$ cat src/rtl/fpa_chk_pkg.sv
// Shared state encoding and default geometry for the floating-point adder self-checker.
package fpa_chk_pkg;

    typedef enum logic [1:0] {
        ST_IDLE  = 2'd0,
        ST_ISSUE = 2'd1,
        ST_DRAIN = 2'd2,
        ST_DONE  = 2'd3
    } chk_state_t;

    localparam int DEF_WIDTH   = 64;
    localparam int DEF_NUM_VEC = 8;
    localparam int DEF_LAT     = 3;

endpackage

$ cat src/rtl/fpa_selfcheck_if.sv
// Load port, DUT port and run-status bundle of the self-checker; master drives, slave checks.
interface fpa_selfcheck_if #(
    parameter int WIDTH   = 64,
    parameter int NUM_VEC = 8
);
    localparam int IDX_W = $clog2(NUM_VEC);
    localparam int CNT_W = $clog2(NUM_VEC + 1);

    logic             start;
    logic             ld_we;
    logic [IDX_W-1:0] ld_addr;
    logic [WIDTH-1:0] ld_a;
    logic [WIDTH-1:0] ld_b;
    logic [WIDTH-1:0] ld_exp;
    logic [WIDTH-1:0] dut_a;
    logic [WIDTH-1:0] dut_b;
    logic [WIDTH-1:0] dut_res;
    logic             busy;
    logic             done;
    logic             pass;
    logic [CNT_W-1:0] err_count;
    logic [IDX_W-1:0] first_err;

    modport master (
        output start, ld_we, ld_addr, ld_a, ld_b, ld_exp, dut_res,
        input  dut_a, dut_b, busy, done, pass, err_count, first_err
    );

    modport slave (
        input  start, ld_we, ld_addr, ld_a, ld_b, ld_exp, dut_res,
        output dut_a, dut_b, busy, done, pass, err_count, first_err
    );
endinterface

$ cat src/rtl/fpa_chk_vec_ram.sv
// Vector table: one synchronous write port, one asynchronous read port; contents survive reset.
module fpa_chk_vec_ram #(
    parameter int WIDTH   = 64,
    parameter int NUM_VEC = 8
) (
    input  logic                       clk,
    input  logic                       we,
    input  logic [$clog2(NUM_VEC)-1:0] waddr,
    input  logic [3*WIDTH-1:0]         wdata,
    input  logic [$clog2(NUM_VEC)-1:0] raddr,
    output logic [3*WIDTH-1:0]         rdata
);
    localparam int IDX_W = $clog2(NUM_VEC);

    logic [3*WIDTH-1:0] mem_r [NUM_VEC];

    // table write, out-of-range indices dropped for non-power-of-two depths
    always_ff @(posedge clk) begin
        if (we && (waddr <= IDX_W'(NUM_VEC - 1))) begin
            mem_r[waddr] <= wdata;
        end
    end

    assign rdata = mem_r[raddr];

endmodule

$ cat src/rtl/fpa_selfcheck.sv
// Replays a vector table into an adder DUT and scores its delayed results.
// Optional macro CHK_ZERO_SIGN_EQ_EN treats +0 and -0 as equal results.
module fpa_selfcheck
    import fpa_chk_pkg::*;
#(
    parameter int WIDTH   = DEF_WIDTH,
    parameter int NUM_VEC = DEF_NUM_VEC,
    parameter int LAT     = DEF_LAT
) (
    input  logic                clk,
    input  logic                rst,
    fpa_selfcheck_if.slave      bus
);
    localparam int IDX_W = $clog2(NUM_VEC);
    localparam int CNT_W = $clog2(NUM_VEC + 1);
    localparam logic [IDX_W-1:0] LAST_IDX = IDX_W'(NUM_VEC - 1);
    localparam logic [CNT_W-1:0] CNT_MAX  = CNT_W'(NUM_VEC);

    chk_state_t       state_r, state_nxt_s;
    logic [IDX_W-1:0] idx_r;
    logic [WIDTH-1:0] dut_a_r, dut_b_r;
    logic             busy_r, done_r, pass_r;
    logic             busy_nxt_s, done_nxt_s, pass_nxt_s;
    logic             issue_s, clear_s, pend_s, tail_hit_s;
    logic [CNT_W-1:0] err_r, err_nxt_s;
    logic [IDX_W-1:0] first_r, first_nxt_s;
    logic [3*WIDTH-1:0] rd_word_s;

    logic             dl_vld_r [LAT];
    logic [IDX_W-1:0] dl_idx_r [LAT];
    logic [WIDTH-1:0] dl_exp_r [LAT];

    function automatic logic res_match(input logic [WIDTH-1:0] res, input logic [WIDTH-1:0] exp);
`ifdef CHK_ZERO_SIGN_EQ_EN
        logic both_zero;
        both_zero = (res[WIDTH-2:0] == {(WIDTH-1){1'b0}}) && (exp[WIDTH-2:0] == {(WIDTH-1){1'b0}});
        return both_zero || (res == exp);
`else
        return res == exp;
`endif
    endfunction

    fpa_chk_vec_ram #(
        .WIDTH   (WIDTH),
        .NUM_VEC (NUM_VEC)
    ) u_vec_ram (
        .clk   (clk),
        .we    (bus.ld_we & ~busy_r),
        .waddr (bus.ld_addr),
        .wdata ({bus.ld_a, bus.ld_b, bus.ld_exp}),
        .raddr (idx_r),
        .rdata (rd_word_s)
    );

    // pending check: a valid entry behind the tail means results are still in flight
    always_comb begin
        pend_s = 1'b0;
        for (int j = 0; j < LAT - 1; j++) begin
            pend_s = pend_s | dl_vld_r[j];
        end
    end

    // state register
    always_ff @(posedge clk or negedge rst) begin
        if (!rst) begin
            state_r <= ST_IDLE;
        end else begin
            state_r <= state_nxt_s;
        end
    end

    // next-state logic
    always_comb begin
        state_nxt_s = state_r;
        case (state_r)
            ST_IDLE:  if (bus.start) state_nxt_s = ST_ISSUE; else state_nxt_s = ST_IDLE;
            ST_ISSUE: if (idx_r == LAST_IDX) state_nxt_s = ST_DRAIN; else state_nxt_s = ST_ISSUE;
            ST_DRAIN: if (!pend_s) state_nxt_s = ST_DONE; else state_nxt_s = ST_DRAIN;
            ST_DONE:  if (bus.start) state_nxt_s = ST_ISSUE; else state_nxt_s = ST_DONE;
            default:  state_nxt_s = ST_IDLE;
        endcase
    end

    // output decode; status flags are registered from the next state
    always_comb begin
        issue_s    = (state_r == ST_ISSUE);
        clear_s    = ((state_r == ST_IDLE) || (state_r == ST_DONE)) && bus.start;
        busy_nxt_s = (state_nxt_s == ST_ISSUE) || (state_nxt_s == ST_DRAIN);
        done_nxt_s = (state_nxt_s == ST_DONE);
    end

    // mismatch accounting on the delay-line tail, including the verdict latched on entry to DONE
    always_comb begin
        tail_hit_s  = dl_vld_r[LAT-1] && !res_match(bus.dut_res, dl_exp_r[LAT-1]);
        err_nxt_s   = err_r;
        first_nxt_s = first_r;
        if (clear_s) begin
            err_nxt_s   = {CNT_W{1'b0}};
            first_nxt_s = {IDX_W{1'b0}};
        end else if (tail_hit_s) begin
            if (err_r != CNT_MAX) err_nxt_s = err_r + CNT_W'(1); else err_nxt_s = err_r;
            if (err_r == {CNT_W{1'b0}}) first_nxt_s = dl_idx_r[LAT-1]; else first_nxt_s = first_r;
        end else begin
            err_nxt_s   = err_r;
            first_nxt_s = first_r;
        end
        if (clear_s) begin
            pass_nxt_s = 1'b0;
        end else if (state_nxt_s == ST_DONE) begin
            pass_nxt_s = (err_nxt_s == {CNT_W{1'b0}});
        end else begin
            pass_nxt_s = pass_r;
        end
    end

    // datapath: vector index, operand registers, delay line and status
    always_ff @(posedge clk or negedge rst) begin
        if (!rst) begin
            idx_r   <= {IDX_W{1'b0}};
            dut_a_r <= {WIDTH{1'b0}};
            dut_b_r <= {WIDTH{1'b0}};
            busy_r  <= 1'b0;
            done_r  <= 1'b0;
            pass_r  <= 1'b0;
            err_r   <= {CNT_W{1'b0}};
            first_r <= {IDX_W{1'b0}};
            for (int j = 0; j < LAT; j++) begin
                dl_vld_r[j] <= 1'b0;
                dl_idx_r[j] <= {IDX_W{1'b0}};
                dl_exp_r[j] <= {WIDTH{1'b0}};
            end
        end else begin
            busy_r  <= busy_nxt_s;
            done_r  <= done_nxt_s;
            pass_r  <= pass_nxt_s;
            err_r   <= err_nxt_s;
            first_r <= first_nxt_s;
            if (clear_s) begin
                idx_r <= {IDX_W{1'b0}};
            end else if (issue_s) begin
                idx_r <= idx_r + IDX_W'(1);
            end
            if (issue_s) begin
                dut_a_r <= rd_word_s[3*WIDTH-1:2*WIDTH];
                dut_b_r <= rd_word_s[2*WIDTH-1:WIDTH];
            end
            for (int j = LAT - 1; j > 0; j--) begin
                dl_vld_r[j] <= dl_vld_r[j-1];
                dl_idx_r[j] <= dl_idx_r[j-1];
                dl_exp_r[j] <= dl_exp_r[j-1];
            end
            dl_vld_r[0] <= issue_s;
            dl_idx_r[0] <= idx_r;
            dl_exp_r[0] <= rd_word_s[WIDTH-1:0];
        end
    end

    assign bus.dut_a     = dut_a_r;
    assign bus.dut_b     = dut_b_r;
    assign bus.busy      = busy_r;
    assign bus.done      = done_r;
    assign bus.pass      = pass_r;
    assign bus.err_count = err_r;
    assign bus.first_err = first_r;

endmodule

$ cat src/flat_wrapper.sv
// flat-port wrapper written by rule: the top's interface ports become plain ports
module fpa_selfcheck_flat import fpa_chk_pkg::*;
#(
    parameter int WIDTH   = DEF_WIDTH,
    parameter int NUM_VEC = DEF_NUM_VEC,
    parameter int LAT     = DEF_LAT
)
  (clk, rst, bus_start, bus_ld_we, bus_ld_addr, bus_ld_a, bus_ld_b, bus_ld_exp, bus_dut_res, bus_dut_a, bus_dut_b, bus_busy, bus_done, bus_pass, bus_err_count, bus_first_err);
  fpa_selfcheck_if #(.WIDTH(WIDTH), .NUM_VEC(NUM_VEC)) bus_i ();
  input  logic clk;
  input  logic rst;
  input wire logic [$bits(bus_i.start)-1:0] bus_start;
  input wire logic [$bits(bus_i.ld_we)-1:0] bus_ld_we;
  input wire logic [$bits(bus_i.ld_addr)-1:0] bus_ld_addr;
  input wire logic [$bits(bus_i.ld_a)-1:0] bus_ld_a;
  input wire logic [$bits(bus_i.ld_b)-1:0] bus_ld_b;
  input wire logic [$bits(bus_i.ld_exp)-1:0] bus_ld_exp;
  input wire logic [$bits(bus_i.dut_res)-1:0] bus_dut_res;
  output wire logic [$bits(bus_i.dut_a)-1:0] bus_dut_a;
  output wire logic [$bits(bus_i.dut_b)-1:0] bus_dut_b;
  output wire logic [$bits(bus_i.busy)-1:0] bus_busy;
  output wire logic [$bits(bus_i.done)-1:0] bus_done;
  output wire logic [$bits(bus_i.pass)-1:0] bus_pass;
  output wire logic [$bits(bus_i.err_count)-1:0] bus_err_count;
  output wire logic [$bits(bus_i.first_err)-1:0] bus_first_err;
  assign bus_i.start = bus_start;
  assign bus_i.ld_we = bus_ld_we;
  assign bus_i.ld_addr = bus_ld_addr;
  assign bus_i.ld_a = bus_ld_a;
  assign bus_i.ld_b = bus_ld_b;
  assign bus_i.ld_exp = bus_ld_exp;
  assign bus_i.dut_res = bus_dut_res;
  assign bus_dut_a = bus_i.dut_a;
  assign bus_dut_b = bus_i.dut_b;
  assign bus_busy = bus_i.busy;
  assign bus_done = bus_i.done;
  assign bus_pass = bus_i.pass;
  assign bus_err_count = bus_i.err_count;
  assign bus_first_err = bus_i.first_err;
  fpa_selfcheck #(.WIDTH(WIDTH), .NUM_VEC(NUM_VEC), .LAT(LAT)) u_core (.clk(clk), .rst(rst), .bus(bus_i));
endmodule
$ cat config.mk
export PLATFORM = sky130hd
export DESIGN_NAME = fpa_selfcheck_flat
export DESIGN_NICKNAME = d
export VERILOG_FILES = /design/src/rtl/fpa_chk_pkg.sv /design/src/rtl/fpa_selfcheck_if.sv /design/src/rtl/fpa_chk_vec_ram.sv /design/src/rtl/fpa_selfcheck.sv /design/src/flat_wrapper.sv
export SDC_FILE = /design/constraint.sdc
export NUM_CORES = 2
export LEC_CHECK = 0
export BUFFER_PORTS_ARGS = -buffer_cell sky130_fd_sc_hd__buf_2
export CORE_ASPECT_RATIO = 1.4
export CORE_MARGIN = 2
export CORE_UTILIZATION = 49
export CTS_CLUSTER_SIZE = 25
export DETAILED_ROUTE_END_ITERATION = 8
export HOLD_SLACK_MARGIN = 0.05
export PLACE_DENSITY = 0.66
export SLEW_MARGIN = 20
export SYNTH_ARGS = -nofsm -noshare
export SYNTH_HDL_FRONTEND = slang
export SYNTH_SLANG_ARGS = --single-unit
$ cat constraint.sdc
create_clock -name clk -period 16.25 [get_ports clk]
set_input_delay 0 -clock clk [delete_from_list [all_inputs] [get_ports clk]]
set_output_delay 0 -clock clk [all_outputs]
set_load 0.1 [all_outputs]
==> impl_results.md <==
- Asr flop ratio synth: 0.1843
- Final wirelength: ~150000 µm
- Post-DP HPWL: approximately 77000 µm
- Worst Tran Pin Value: roughly 1100 ps
- CTS sink cnt: between 1.5k and 2k
- Met3 WL: 7877 µm
- Number of nets produced by synthesis: about 3.3k
- Setup Fix Bufs, Post-CTS: 0
- Critical path fanouts, max: 43
- RSZ-0062 raised after global routing: no
- Crit-path cells: buf_4 -> buf_4 -> buf_4 -> mux2i_1 -> a21oi_1
- Worst Skew: 28.79 ps
- Final Critical Period: between 4000 and 5000 ps
- Clock slew seen by the registers of the worst setup and hold paths: 60 ps
- Slew HR: 0.2522
- CP max stage cell: dfrtp_4
- Total power: between 10 and 15 mW
- Crit end category: flip-flop
- Endpoints failing hold: 0
- Mapped Cells: 3019
- Vias per cell: around 5.6
- Final setup vio count: 0
- H-tree levels: 4
- Crit Path Class: flip-flop to flip-flop
- Maximum clock rate: about 230 MHz
- WL/cell: ~25 µm
- Vias in the first global route: 34.44k
- Critical path data required time: around 17000 ps
- Max-Cap Viols: 0
- Final ANT Viol Nets: 0
- Core area: ~140000 µm²
- Synth Flop Type: edfxtp_1
- Buf/Inv on CP: 3
- CTS root buffer: clkbuf_16
- Global Route Usage Sum: 0.2094
- Total CTS buffers: between 150 and 200
- I/O Pins: 401
- CTS tree: done
- Most common library cell in the layout ignoring fill and taps: edfxtp_1
- Seq/Total Area, Yosys: 0.8001
- EDFF count, synth: about 1.5k
- Slew Viols, Final: 0
- Largest area contributor in the netlist: edfxtp_1
- Ys Warns: 0
- Largest net degree at the start of global routing: between 150 and 200
- Yosys reg bits: roughly 1.9k
- Unique masters post-synth: 38
- Synth top area share: 0.6734
- Initial Util: 0.4926
- DRC errors left: 0
- Max VDD drop: 0.0001633 V
- Leak: 27.88 nW
- GPL Wtd Cong: approximately 0.75
- Max layer used: met5
- Final core utilization: 0.5914
- Net count, final: slightly above 4k
- Initial antenna violation count: 24
- Avg Inst Size Synth: about 23 µm²
- Status: finished, final reports clean
- Die H: 446.4 µm
- Crit share post-route: 0.2634
- Port-buffer cells: 400
- GRT Residual Overflow: 0
- Post-CTS sizing: 0
- Area delta synth->final: 20.04%
- Top post-synthesis cells by area: edfxtp_1 (67%), dfrtp_1 (13%), mux4_2 (13%)
- Row cnt: approximately 160
- Die X: 320.0 µm
- Setup TNS: 0 ps
- DR WL met2: 74350 µm
- Drt pass-1 iters: 4
- WHS: 106.6 ps
- Pwr Density: 172.8 nW/µm²
- Total die area: ~140000 µm²
- CTS Hold Buffers Added: about 380
- CP startpoint kind: flip-flop
- CP dominant cell by count: buf_4
- CP arrival: around 4900 ps
- Hold Path Class: input pin to flip-flop
- Slowest Stage Delay on Critical Path: roughly 990 ps
- Critical path's top delay family: buffers and inverters
- Layout cells sized above 1: 0.2926
- M1 WL: approximately 60000 µm
- First DRT Iteration DRCs: ~2.7k
- Syn Std Cell Area: a little under 70000 µm²
- Skew-Pair Late Insertion Delay: 800 ps
- Clock buffer depth: 3
- Wire length of the first global-routing pass: between 200000 and 250000 µm
- Routed vias: about 33k
- Commonest cells after routing, fill and taps aside: edfxtp_1 (1536), buf_2 (399), mux4_2 (384)
-- per-layer routing --
metal,up-vias,GRT usage
met5,-,0
met4,22,0.06714
met3,233,0.04067
met2,907,0.3507
met1,17430,0.2792
li1,14020,-
-- path summary, 6_finish.rpt --
| kind | startpoint | to | slack [ps] | cells after the start |
|---|---|---|---|---|
| worst max-delay path | u_core.idx_r[2] | u_core.bus.dut_b[52] | 11970 | 5 |
| worst min-delay path | bus_ld_a[48] | u_core.u_vec_ram.mem_r[4][176] | 110 | 2 |
| worst max register to register | u_core.idx_r[2] | u_core.bus.dut_b[52] | 11970 | 5 |
| worst min register to register | u_core.dl_exp_r[174] | u_core.dl_exp_r[110] | 340 | 0 |
| max in group asynchronous | rst | u_core.dl_exp_r[99] | 13780 | 6 |
| min in group asynchronous | rst | u_core.bus.dut_b[1] | 440 | 4 |
-- state kept, by name, summed over array words and instances (netlist names) --
signal                  count
u_core.bus.first_err        3
u_core.u_vec_ram.mem_r   1536
u_core.bus.pass             1
u_core.bus.dut_b           64
u_core.idx_r                3
u_core.bus.err_count        4
u_core.bus.dut_a           64
u_core.dl_idx_r             9
u_core.bus.busy             1
u_core.state_r              2
u_core.dl_exp_r           192
u_core.dl_vld_r             3
u_core.bus.done             1
-- area by class of cell --
class	instances	area [µm²]
fill	10010	56820
sequential	1883	54820
multi-input combinational	989	13050
timing repair buffer	825	6271
clock buffer	251	5012
tap	1804	2257
clock inverter	74	767.0
inverter	7	26.28
antenna	10	25.02
-- power breakdown --
| part | switching, mW | internal [mW] | total [mW] |
|---|---|---|---|
| clock network | 1.74 | 2.33 | 4.07 |
| registers | 0.354 | 5.80 | 6.15 |
| logic | 2.58 | 1.41 | 3.99 |
-- metrics by stage --
stage | instance area [µm²] | setup WS, ps | instances
after floorplan | 68500 | 968.6 | 3019
after global placement | 72650 | 12020 | 5133
after detailed placement | 72650 | 11970 | 5133
after CTS | 82210 | 11940 | 5833
after global routing | 82220 | 11810 | 5840
final | 82230 | 11970 | 5843
-- cell usage after synthesis, types with 2 or more instances --
cell,n
ha_1,9
nor3_1,2
nand2b_1,2
inv_1,7
nor4_2,4
nand3b_1,2
edfxtp_1,1536
clkbuf_1,58
nor2_1,150
dfrtp_1,347
mux2i_1,134
buf_1,21
buf_2,31
xnor2_1,66
nand3_1,5
a21oi_1,132
buf_4,29
nand4_1,16
mux4_2,384
mux2_2,64
nand2_1,3
-- cells by family (layout without fill, tap and decap cells) --
| logic type | after synthesis | after routing | share of synthesized area |
|---|---|---|---|
| AOI/OAI and AO/OA | 140 | 140 | 0.01063 |
| xor gates and xnor gates | 67 | 67 | 0.008567 |
| adders and majority gates | 9 | 9 | 0.001644 |
| buffers and inverters | 147 | 1157 | 0.01032 |
| DFF | 1883 | 1883 | 0.8001 |
| muxes | 582 | 582 | 0.1564 |
| other | 0 | 10 | 0 |
| and+or+nand+nor | 191 | 191 | 0.01237 |
-- worst reg2reg max path, cell delays in order, from the launching register on --
cell and delay [ps]:
dfrtp_4 990, buf_4 910, buf_4 920, buf_4 880, mux2i_1 320, a21oi_1 100
No activity file was read; power rests on OpenSTA's default activity.
